--- src/rtl/pattern_pkg.sv ---
// Pattern generator shared types: mode encoding, colour palette, parameter defaults.
// Latency: n/a (declarations only).
// Backpressure: n/a.
package pattern_pkg;

  localparam int HACTIVE_DEF    = 800;
  localparam int VACTIVE_DEF    = 600;
  localparam int NBARS_DEF      = 6;
  localparam int SCROLL_DIV_DEF = 4;

  typedef enum logic [1:0] {
    MODE_HBARS   = 2'd0,
    MODE_VBARS   = 2'd1,
    MODE_CHECKER = 2'd2,
    MODE_BLACK   = 2'd3
  } mode_e;

  typedef struct packed {
    logic [7:0] r;
    logic [7:0] g;
    logic [7:0] b;
  } rgb_t;

  localparam logic [2:0] IDX_WHITE = 3'd6;
  localparam logic [2:0] IDX_BLACK = 3'd7;

  // red, green, blue, yellow, magenta, cyan, white, black
  localparam rgb_t PALETTE [0:7] = '{
    '{8'hFF, 8'h00, 8'h00},
    '{8'h00, 8'hFF, 8'h00},
    '{8'h00, 8'h00, 8'hFF},
    '{8'hFF, 8'hFF, 8'h00},
    '{8'hFF, 8'h00, 8'hFF},
    '{8'h00, 8'hFF, 8'hFF},
    '{8'hFF, 8'hFF, 8'hFF},
    '{8'h00, 8'h00, 8'h00}
  };

endpackage

--- src/rtl/pattern_gen_bar_index.sv ---
// Maps a coordinate in [0,SPAN) to floor(coord*NBARS/SPAN) using constant thresholds.
// Latency: combinational.
// Backpressure: none.
// Ports: coord (12-bit unsigned, caller guarantees < SPAN when result is used), idx (3-bit).
module bar_index #(
  parameter int SPAN  = 800,
  parameter int NBARS = 6
) (
  input  logic [11:0] coord,
  output logic [2:0]  idx
);

  // Bar k starts at ceil(k*SPAN/NBARS); thresholds are elaboration-time
  // constants and ascending, so the last one passed wins.
  always_comb begin
    idx = 3'd0;
    for (int k = 1; k < NBARS; k++) begin
      if (int'(coord) >= (k * SPAN + NBARS - 1) / NBARS) begin
        idx = 3'(k);
      end
    end
  end

endmodule

--- src/rtl/pattern_gen.sv ---
// Test-pattern generator: colour bars (optionally scrolling), checkerboard or black per pixel.
// Latency: 1 cycle from spotX/spotY/mode to bck_r/g/b.
// Backpressure: none; one pixel accepted and produced every cycle.
// Ports: clk, reset (sync active-high), spotX/spotY (11-bit signed pixel position),
//        mode (2-bit pattern select, sampled at frame start), bck_r/g/b (8-bit registered colour).
// Build option: define PATTERN_SCROLL_EN to enable bar scrolling (frame counter + offset).
module pattern_gen
  import pattern_pkg::*;
#(
  parameter int HACTIVE    = HACTIVE_DEF,
  parameter int VACTIVE    = VACTIVE_DEF,
  parameter int NBARS      = NBARS_DEF,
  parameter int SCROLL_DIV = SCROLL_DIV_DEF
) (
  input  logic               clk,
  input  logic               reset,
  input  logic signed [10:0] spotX,
  input  logic signed [10:0] spotY,
  input  logic [1:0]         mode,
  output logic [7:0]         bck_r,
  output logic [7:0]         bck_g,
  output logic [7:0]         bck_b
);

  mode_e       mode_in;
  mode_e       mode_q;
  mode_e       mode_cur;
  logic        frame_start;
  logic        in_active;
  logic [10:0] offset_eff;
  logic [11:0] x_raw, y_raw;
  logic [11:0] x_sum, y_sum;
  logic [11:0] x_eff, y_eff;
  logic [11:0] x_coord, y_coord;
  logic [2:0]  x_idx, y_idx;
  rgb_t        pix;

  assign mode_in     = mode_e'(mode);
  assign frame_start = (spotX == 11'sd0) && (spotY == 11'sd0);
  // The first pixel of a frame is already rendered in the newly sampled mode.
  assign mode_cur    = frame_start ? mode_in : mode_q;

  assign in_active = (spotX >= 11'sd0) && (int'(spotX) < HACTIVE) &&
                     (spotY >= 11'sd0) && (int'(spotY) < VACTIVE);

`ifdef PATTERN_SCROLL_EN
  localparam int FCW = (SCROLL_DIV > 1) ? $clog2(SCROLL_DIV) : 1;

  logic [FCW-1:0] frame_cnt, frame_cnt_nxt;
  logic [10:0]    offset, offset_nxt;

  always_comb begin
    frame_cnt_nxt = frame_cnt;
    offset_nxt    = offset;
    if (frame_start) begin
      if (mode_in != mode_q) begin
        // New pattern always starts unscrolled.
        frame_cnt_nxt = '0;
        offset_nxt    = '0;
      end else if (frame_cnt == FCW'(SCROLL_DIV - 1)) begin
        frame_cnt_nxt = '0;
        case (mode_q)
          MODE_HBARS: offset_nxt = (offset == 11'(VACTIVE - 1)) ? 11'd0 : offset + 11'd1;
          MODE_VBARS: offset_nxt = (offset == 11'(HACTIVE - 1)) ? 11'd0 : offset + 11'd1;
          default:    offset_nxt = offset;
        endcase
      end else begin
        frame_cnt_nxt = frame_cnt + FCW'(1);
      end
    end
  end

  always_ff @(posedge clk) begin
    if (reset) begin
      frame_cnt <= '0;
      offset    <= '0;
    end else begin
      frame_cnt <= frame_cnt_nxt;
      offset    <= offset_nxt;
    end
  end

  // Use the updated value so the whole frame, including its first pixel,
  // shares one scroll position.
  assign offset_eff = offset_nxt;
`else
  assign offset_eff = 11'd0;
`endif

  // Only meaningful inside the active area, where positions are non-negative.
  assign x_raw = {1'b0, spotX};
  assign y_raw = {1'b0, spotY};
  assign x_sum = x_raw + {1'b0, offset_eff};
  assign y_sum = y_raw + {1'b0, offset_eff};
  // Sum stays below 2*span, so a single conditional subtract is a full modulo.
  assign x_eff = (x_sum >= 12'(HACTIVE)) ? x_sum - 12'(HACTIVE) : x_sum;
  assign y_eff = (y_sum >= 12'(VACTIVE)) ? y_sum - 12'(VACTIVE) : y_sum;

  // One mapper per axis; the checkerboard uses unscrolled positions.
  assign x_coord = (mode_cur == MODE_VBARS) ? x_eff : x_raw;
  assign y_coord = (mode_cur == MODE_HBARS) ? y_eff : y_raw;

  bar_index #(.SPAN(HACTIVE), .NBARS(NBARS)) u_x_index (
    .coord (x_coord),
    .idx   (x_idx)
  );

  bar_index #(.SPAN(VACTIVE), .NBARS(NBARS)) u_y_index (
    .coord (y_coord),
    .idx   (y_idx)
  );

  always_comb begin
    pix = '0;
    if (in_active) begin
      case (mode_cur)
        MODE_HBARS:   pix = PALETTE[y_idx];
        MODE_VBARS:   pix = PALETTE[x_idx];
        // Parity of the two cell numbers is just the XOR of their LSBs.
        MODE_CHECKER: pix = (x_idx[0] ^ y_idx[0]) ? PALETTE[IDX_BLACK] : PALETTE[IDX_WHITE];
        default:      pix = '0;
      endcase
    end
  end

  always_ff @(posedge clk) begin
    if (reset) begin
      bck_r  <= 8'd0;
      bck_g  <= 8'd0;
      bck_b  <= 8'd0;
      mode_q <= MODE_HBARS;
    end else begin
      bck_r <= pix.r;
      bck_g <= pix.g;
      bck_b <= pix.b;
      if (frame_start) begin
        mode_q <= mode_in;
      end
    end
  end

endmodule

--- config.mk ---
export PLATFORM = sky130hd
export DESIGN_NAME = pattern_gen
export DESIGN_NICKNAME = d
export VERILOG_FILES = /design/src/rtl/pattern_pkg.sv /design/src/rtl/pattern_gen_bar_index.sv /design/src/rtl/pattern_gen.sv
export SDC_FILE = /design/constraint.sdc
export NUM_CORES = 1
export LEC_CHECK = 0
export BUFFER_PORTS_ARGS = -buffer_cell sky130_fd_sc_hd__buf_2
export CAP_MARGIN = 5
export CORE_AREA = 5 5 60 62
export CTS_BUF_LIST = sky130_fd_sc_hd__clkbuf_4 sky130_fd_sc_hd__clkbuf_8
export DETAILED_ROUTE_END_ITERATION = 10
export DIE_AREA = 0 0 65 67
export PLACE_DENSITY = 0.79
export REMOVE_ABC_BUFFERS = 1
export SYNTH_ARGS = -nofsm -noshare
export SYNTH_HDL_FRONTEND = slang
export SYNTH_SLANG_ARGS = --single-unit
--- constraint.sdc ---
create_clock -name clk -period 3.4 [get_ports clk]
set_input_delay 0.51 -clock clk [delete_from_list [all_inputs] [get_ports clk]]
set_output_delay 0.51 -clock clk [all_outputs]
set_load 0.01 [all_outputs]
==> results of run 1 <==
-- routing by layer --
metal / GRT usage [%] / vias up / wire (um)
met1: 21.9 / 756 / 1590
met4: 6.07 / 0 / 76
li1: - / 831 / -
met2: 33.0 / 73 / 1990
met3: 3.88 / 10 / 279
met5: 0 / - / 0
-- logic make-up after synthesis --
kind of cell	count (synthesis)	synth area share, %
and+or+nand+nor	81	31.1
buffers and inverters	39	16.4
DFF	5	6.92
adders and majority gates	3	2.60
AOI/OAI and AO/OA	68	35.2
xor gates and xnor gates	7	4.24
muxes	5	3.46
-- worst max path at each step --
stage / from / to / slack (ns)
after global placement: spotY[2] / bck_r[6] / 0.17
after CTS: spotY[1] / bck_r[6] / 0.43
final: spotY[1] / bck_r[6] / 0.43
after detailed placement: spotY[1] / bck_r[6] / 0.18
after global routing: spotY[2] / bck_r[6] / 0.28
after floorplan: spotY[3] / bck_r[6] / 0.48
-- area by class of cell --
cell class / count / area [um2] / share of cell area, %
timing repair buffer: 61 / 335 / 20.3
inverter: 9 / 33.8 / 2.05
sequential: 5 / 100 / 6.07
multi-input combinational: 164 / 1110 / 67.2
clock buffer: 4 / 30.0 / 1.82
tap: 33 / 41.3 / 2.50
-- cells in the final DEF (no fill, tap or decap), types with 3 or more instances in the layout --
cell       n
buf_2     49
nand2_1   19
nor2_1    15
buf_4     12
inv_1      9
nor3_1     9
o211ai_1   9
nand3_1    8
a21oi_1    7
o21ai_0    6
o21a_1     6
mux2i_1    5
xnor2_1    5
dfxtp_1    5
nand2b_1   4
a21o_1     4
o22ai_1    4
clkbuf_4   4
and3_1     3
a211oi_1   3
o21bai_1   3
nor2b_1    3
a31oi_1    3
ha_1       3
-- metrics by stage --
| stage | setup slack [ns] | hold slack, ns | power [mW] |
|---|---|---|---|
| after floorplan | 0.477 | 0.550 | 0.166 |
| after global placement | 0.171 | 0.634 | 0.233 |
| after detailed placement | 0.178 | 0.645 | 0.234 |
| after CTS | 0.434 | 0.442 | 0.316 |
| after global routing | 0.279 | 0.446 | 0.341 |
| final | 0.427 | 0.449 | 0.314 |
-- power by group --
group          total (mW)  internal [mW]  switching (mW)
Combinational       0.173         0.0749          0.0981
Clock              0.0797         0.0525          0.0272
Sequential         0.0618         0.0601         0.00170
-- worst max-delay path, cell delays in order --
cell and delay [ns]:
buf_2 0.10, nor4_1 0.40, nand3_1 0.15, buf_4 0.18, nor4_4 0.16, o21ai_2 0.20
or4b_1 0.49, a22o_1 0.22, a21o_1 0.20, a31oi_4 0.18, xor2_1 0.21, o22ai_1 0.10
-- flip-flops by register name (all words and copies together) (netlist names) --
signal,flops
mode_q,2
bck_g,1
bck_r,1
bck_b,1
==> flow_summary.toml, run 1 <==
[critical_path]
worst_r2r_path_depth = 8
cp-start-kind = "input port"
crit_fanout = 13
cp-end-kind = "flip-flop"
r2r_end = "bck_g[6]"
crit_type = "input port to flip-flop"
required_ns = 3.53
worstReg2RegStart = "mode_q[0]"
r2r_slack_ns = 0.74
cp.arrival_ns = 3.10

[synthesis]
avgSynthCellArea_um2 = 6.95
synth_top_cell_area_share_pct = 11.4
synth_ff_type = "dfxtp_1"
synth_common_cells = "buf_4, nand2_1, nor2_1"
synth.area.top_cells = "buf_4, dfxtp_1, nand2_1"
yosys_warnings = 0
synth_seq_cells = 5
yosysMostFrequentCell = "buf_4"
netlist-cell-type-count = 59
ys_seq_area_share_pct = 6.92
yosys.area.top_type = "buf_4"
syn_area_mm2 = 0.00145
synth-edff-count = 0
synth_cells = 208
synthArstFlopShare_pct = 0

[timing]
max-slew-margin-rel_pct = 51.7
fmax_mhz = 336
finalHoldViolCount = 0
slew_viol_final = 0
fin_crit_ns = 2.97
finalSetupViolCount = 0
skew_ns = 0.00350
setup_tns_ns = 0
fin_crit_sh_pct = 87.5
rsz0062_at_grt = "false"
worst_pin_slew_ns = 0.723

[cts]
clock_path_buffers = 2
cts_inserted_buffers = 3
clkTransAtPathRegs_ns = 0.04
cts.sinks = 5
htreeDepth = 1
ctsResizeCount = 0
cts_setup_buffers = 0
hold_buffers = 0
clock_latency_ns = 0.25
cts-root-buf = "clkbuf_4"
cts_tree = "yes"

[finish]
diodes = 0
fill_cells = 301
nets = 273
fin_cells = 276
final_area_mm2 = 0.00165
area.growth.synth_to_final_pct = 14.0
drive_above_1_share_pct = 30.5
post-route-util_pct = 55.4

[place]
placed_area_mm2 = 0.00162
hpwl_um = 3170
dp.cells = 272
routabilityCongestion = 0.971
io_buffers = 49

[detailed_routing]
post_drt_wl_per_cell_um = 14.3
initialDrtViolationCount = 132
antenna_left = 0
avgViaCountPerCell = 6.05
vias = 1670
firstDrtPassIters = 5
wl_um = 3940
drc = 0

[pwr]
leakage_nw = 0.751
ir_worst_vdd_uv = 131
power.density_mw_per_mm2 = 191

[floorplanning]
dieArea_mm2 = 0.00436
chipWidth_um = 65
coreArea_mm2 = 0.00298
row_count = 20
die_y_um = 67
ios = 50
start_util_pct = 48.6

[grt]
grt_max_degree = 14
grt_pass1_vias = 1494
grt_use_total_pct = 18.5
grt_pass1_wl_um = 6490
antenna_found_initial = 0
gr-total-overflow = 0

[worst_hold_path]
min_path_cells = 2
min-delay-start = "reset"
hp-class = "input port to flip-flop"
whs_endpoint = "mode_q[0]"

[outcome]
outcome = "finished clean"

[flow_run]
drv_cap = 0
(Power assumes the default switching activity.)
==> run 2, diff against run 1 <==
- CELL_PAD_IN_SITES_DETAIL_PLACEMENT: unset -> 1
- CELL_PAD_IN_SITES_GLOBAL_PLACEMENT: unset -> 1
- CORE_AREA: 5 5 60 62 -> 5 5 71 73
- CTS_CLUSTER_SIZE: unset -> 10
- DIE_AREA: 0 0 65 67 -> 0 0 76 78
==> flow_summary.toml, run 2 (synthesis gave the netlist of run 1 again) <==
[detailed_routing]
highest_layer = "met4"
met2_length_um = 2530
drc = 0
firstDrtPassIters = 4
dr_wl_met3_um = 156
initialDrtViolationCount = 48
vias = 1673
wl_met1_um = 2030
post_drt_wl_per_cell_um = 16.4
avgViaCountPerCell = 5.71
wl_um = 4810
antenna_left = 0

[place]
routabilityCongestion = 0.828
io_buffers = 49
hpwl_um = 3910

[finish]
regMostFlops = "mode_q"
fill_cells = 584
drive_above_1_share_pct = 29.9
final_cell_mix = "buf_2, nand2_1, nor2_1"
nets = 271
area.growth.synth_to_final_pct = 16.4
largest_reg_flops = 2
final_common_cell = "buf_2"
diodes = 0

[grt]
grt_max_degree = 17
antenna_found_initial = 0
gr-total-overflow = 0
grt_use_total_pct = 15.9
grt_pass1_wl_um = 8160
grt_pass1_vias = 1687

[outcome]
outcome = "finished clean"

[critical_path]
required_ns = 3.49
r2r_end = "bck_r[6]"
cp_cell_sequence = "buf_2 > nor4_2 > nand4_2 > nor4_4 > o21ai_4 > or4b_1 > a22o_1 > a21o_1 > a31oi_4 > xor2_1 > o22ai_1"
cp_slowest_cell = "or4b_1"
crit_fanout = 16
worst_r2r_path_depth = 9
worstReg2RegStart = "mode_q[0]"
path_buf_inv = 1
cp.arrival_ns = 3.17
r2r_slack_ns = 0.72
cp-start-kind = "input port"
cpPeakStageDelay_ns = 0.49
crit_type = "input port to flip-flop"
cp_top_family = "simple AND/OR/NAND/NOR gates"
cp-end-kind = "flip-flop"

[timing]
fin_crit_sh_pct = 90.5
finalHoldViolCount = 0
slew_viol_final = 0
finalSetupViolCount = 0
worst_pin_slew_ns = 0.673
fmax_mhz = 325
skew_ns = 0.00260
setup_tns_ns = 0
fin_crit_ns = 3.08
rsz0062_at_grt = "false"
max-slew-margin-rel_pct = 55.1

[cts]
cts-root-buf = "clkbuf_8"
cts_inserted_buffers = 3
htreeDepth = 1
hold_buffers = 0
clock_latency_ns = 0.22
cts_setup_buffers = 0
clkTransAtPathRegs_ns = 0.04
clock_path_buffers = 2
cts_tree = "yes"
cts.sinks = 5

[worst_hold_path]
whs_endpoint = "mode_q[1]"
min-delay-start = "reset"
hp-class = "input port to flip-flop"
min_path_cells = 2

[pwr]
power.density_mw_per_mm2 = 213
leakage_nw = 0.752
finalPower_mw = 0.359
ir_worst_vdd_uv = 93.2

[flow_run]
drv_cap = 0

[floorplanning]
dieArea_mm2 = 0.00593
die_y_um = 78
coreArea_mm2 = 0.00429
ios = 50
start_util_pct = 33.7
row_count = 24
chipWidth_um = 76
run 2: changes by cell type in the layout (fill, tap and decap cells not counted), sizes merged:
cell,delta
buf,-2
run 2: what timing repair did:
action | in CTS | in global routing
setup endpoints to repair | 0 | 3
endpoints found under the hold margin | 0 | 0
gates resized for setup | 0 | 1
run 2: worst reg2reg max path, cell delays in order (launching register included):
cell and delay [ns]:
dfxtp_1 0.35, nor2b_1 0.57, o211ai_1 0.17, a21oi_1 0.44, nand2_1 0.10, a31o_2 0.26
o211ai_1 0.08, o21a_1 0.26, xor2_1 0.24, o22ai_1 0.10
run 2: cell type report:
class | instances | area (um2) | share of cell area (%)
multi-input cells | 164 | 1120 | 66.3
repair buffers | 59 | 320 | 19.0
flip-flops and latches | 5 | 100 | 5.94
well taps | 52 | 65.1 | 3.86
clock buffers | 4 | 48.8 | 2.90
inverters | 9 | 33.8 | 2.01
run 2: worst max-delay path by stage:
stage / slack, ns / cells past startpoint / endpoint / start
CTS: 0.19 / 11 / bck_g[6] / spotY[2]
finish: 0.32 / 11 / bck_r[6] / spotY[3]
detailed placement: 0.001 / 11 / bck_g[6] / spotY[2]
global placement: 0.11 / 11 / bck_g[6] / spotY[2]
floorplan: 0.48 / 10 / bck_r[6] / spotY[3]
global route: 0.06 / 12 / bck_r[6] / spotY[2]
run 2: power breakdown:
part | switching, mW | internal (mW) | leakage, nW | total, mW
clock network | 0.0292 | 0.0885 | 0.0262 | 0.118
registers | 0.00209 | 0.0602 | 0.0405 | 0.0623
logic | 0.105 | 0.0748 | 0.686 | 0.179
run 2: per-stage QoR:
step / std cells / hold slack [ns] / instance area, um2 / util, % / setup slack [ns]
after global routing: 293 / 0.516 / 1680 / 39.2 / 0.0583
after global placement: 289 / 0.591 / 1630 / 37.9 / 0.105
final: 293 / 0.511 / 1680 / 39.2 / 0.322
after detailed placement: 289 / 0.645 / 1630 / 37.9 / 0.00137
after CTS: 293 / 0.514 / 1680 / 39.0 / 0.191
after floorplan: 178 / 0.550 / 1240 / - / 0.477
run 2: per-layer routing:
| layer | up-vias | global-route usage (%) |
|---|---|---|
| li1 | 825 | - |
| met4 | 0 | 3.56 |
| met5 | - | 0 |
| met3 | 8 | 2.20 |
| met1 | 804 | 19.0 |
| met2 | 36 | 29.7 |
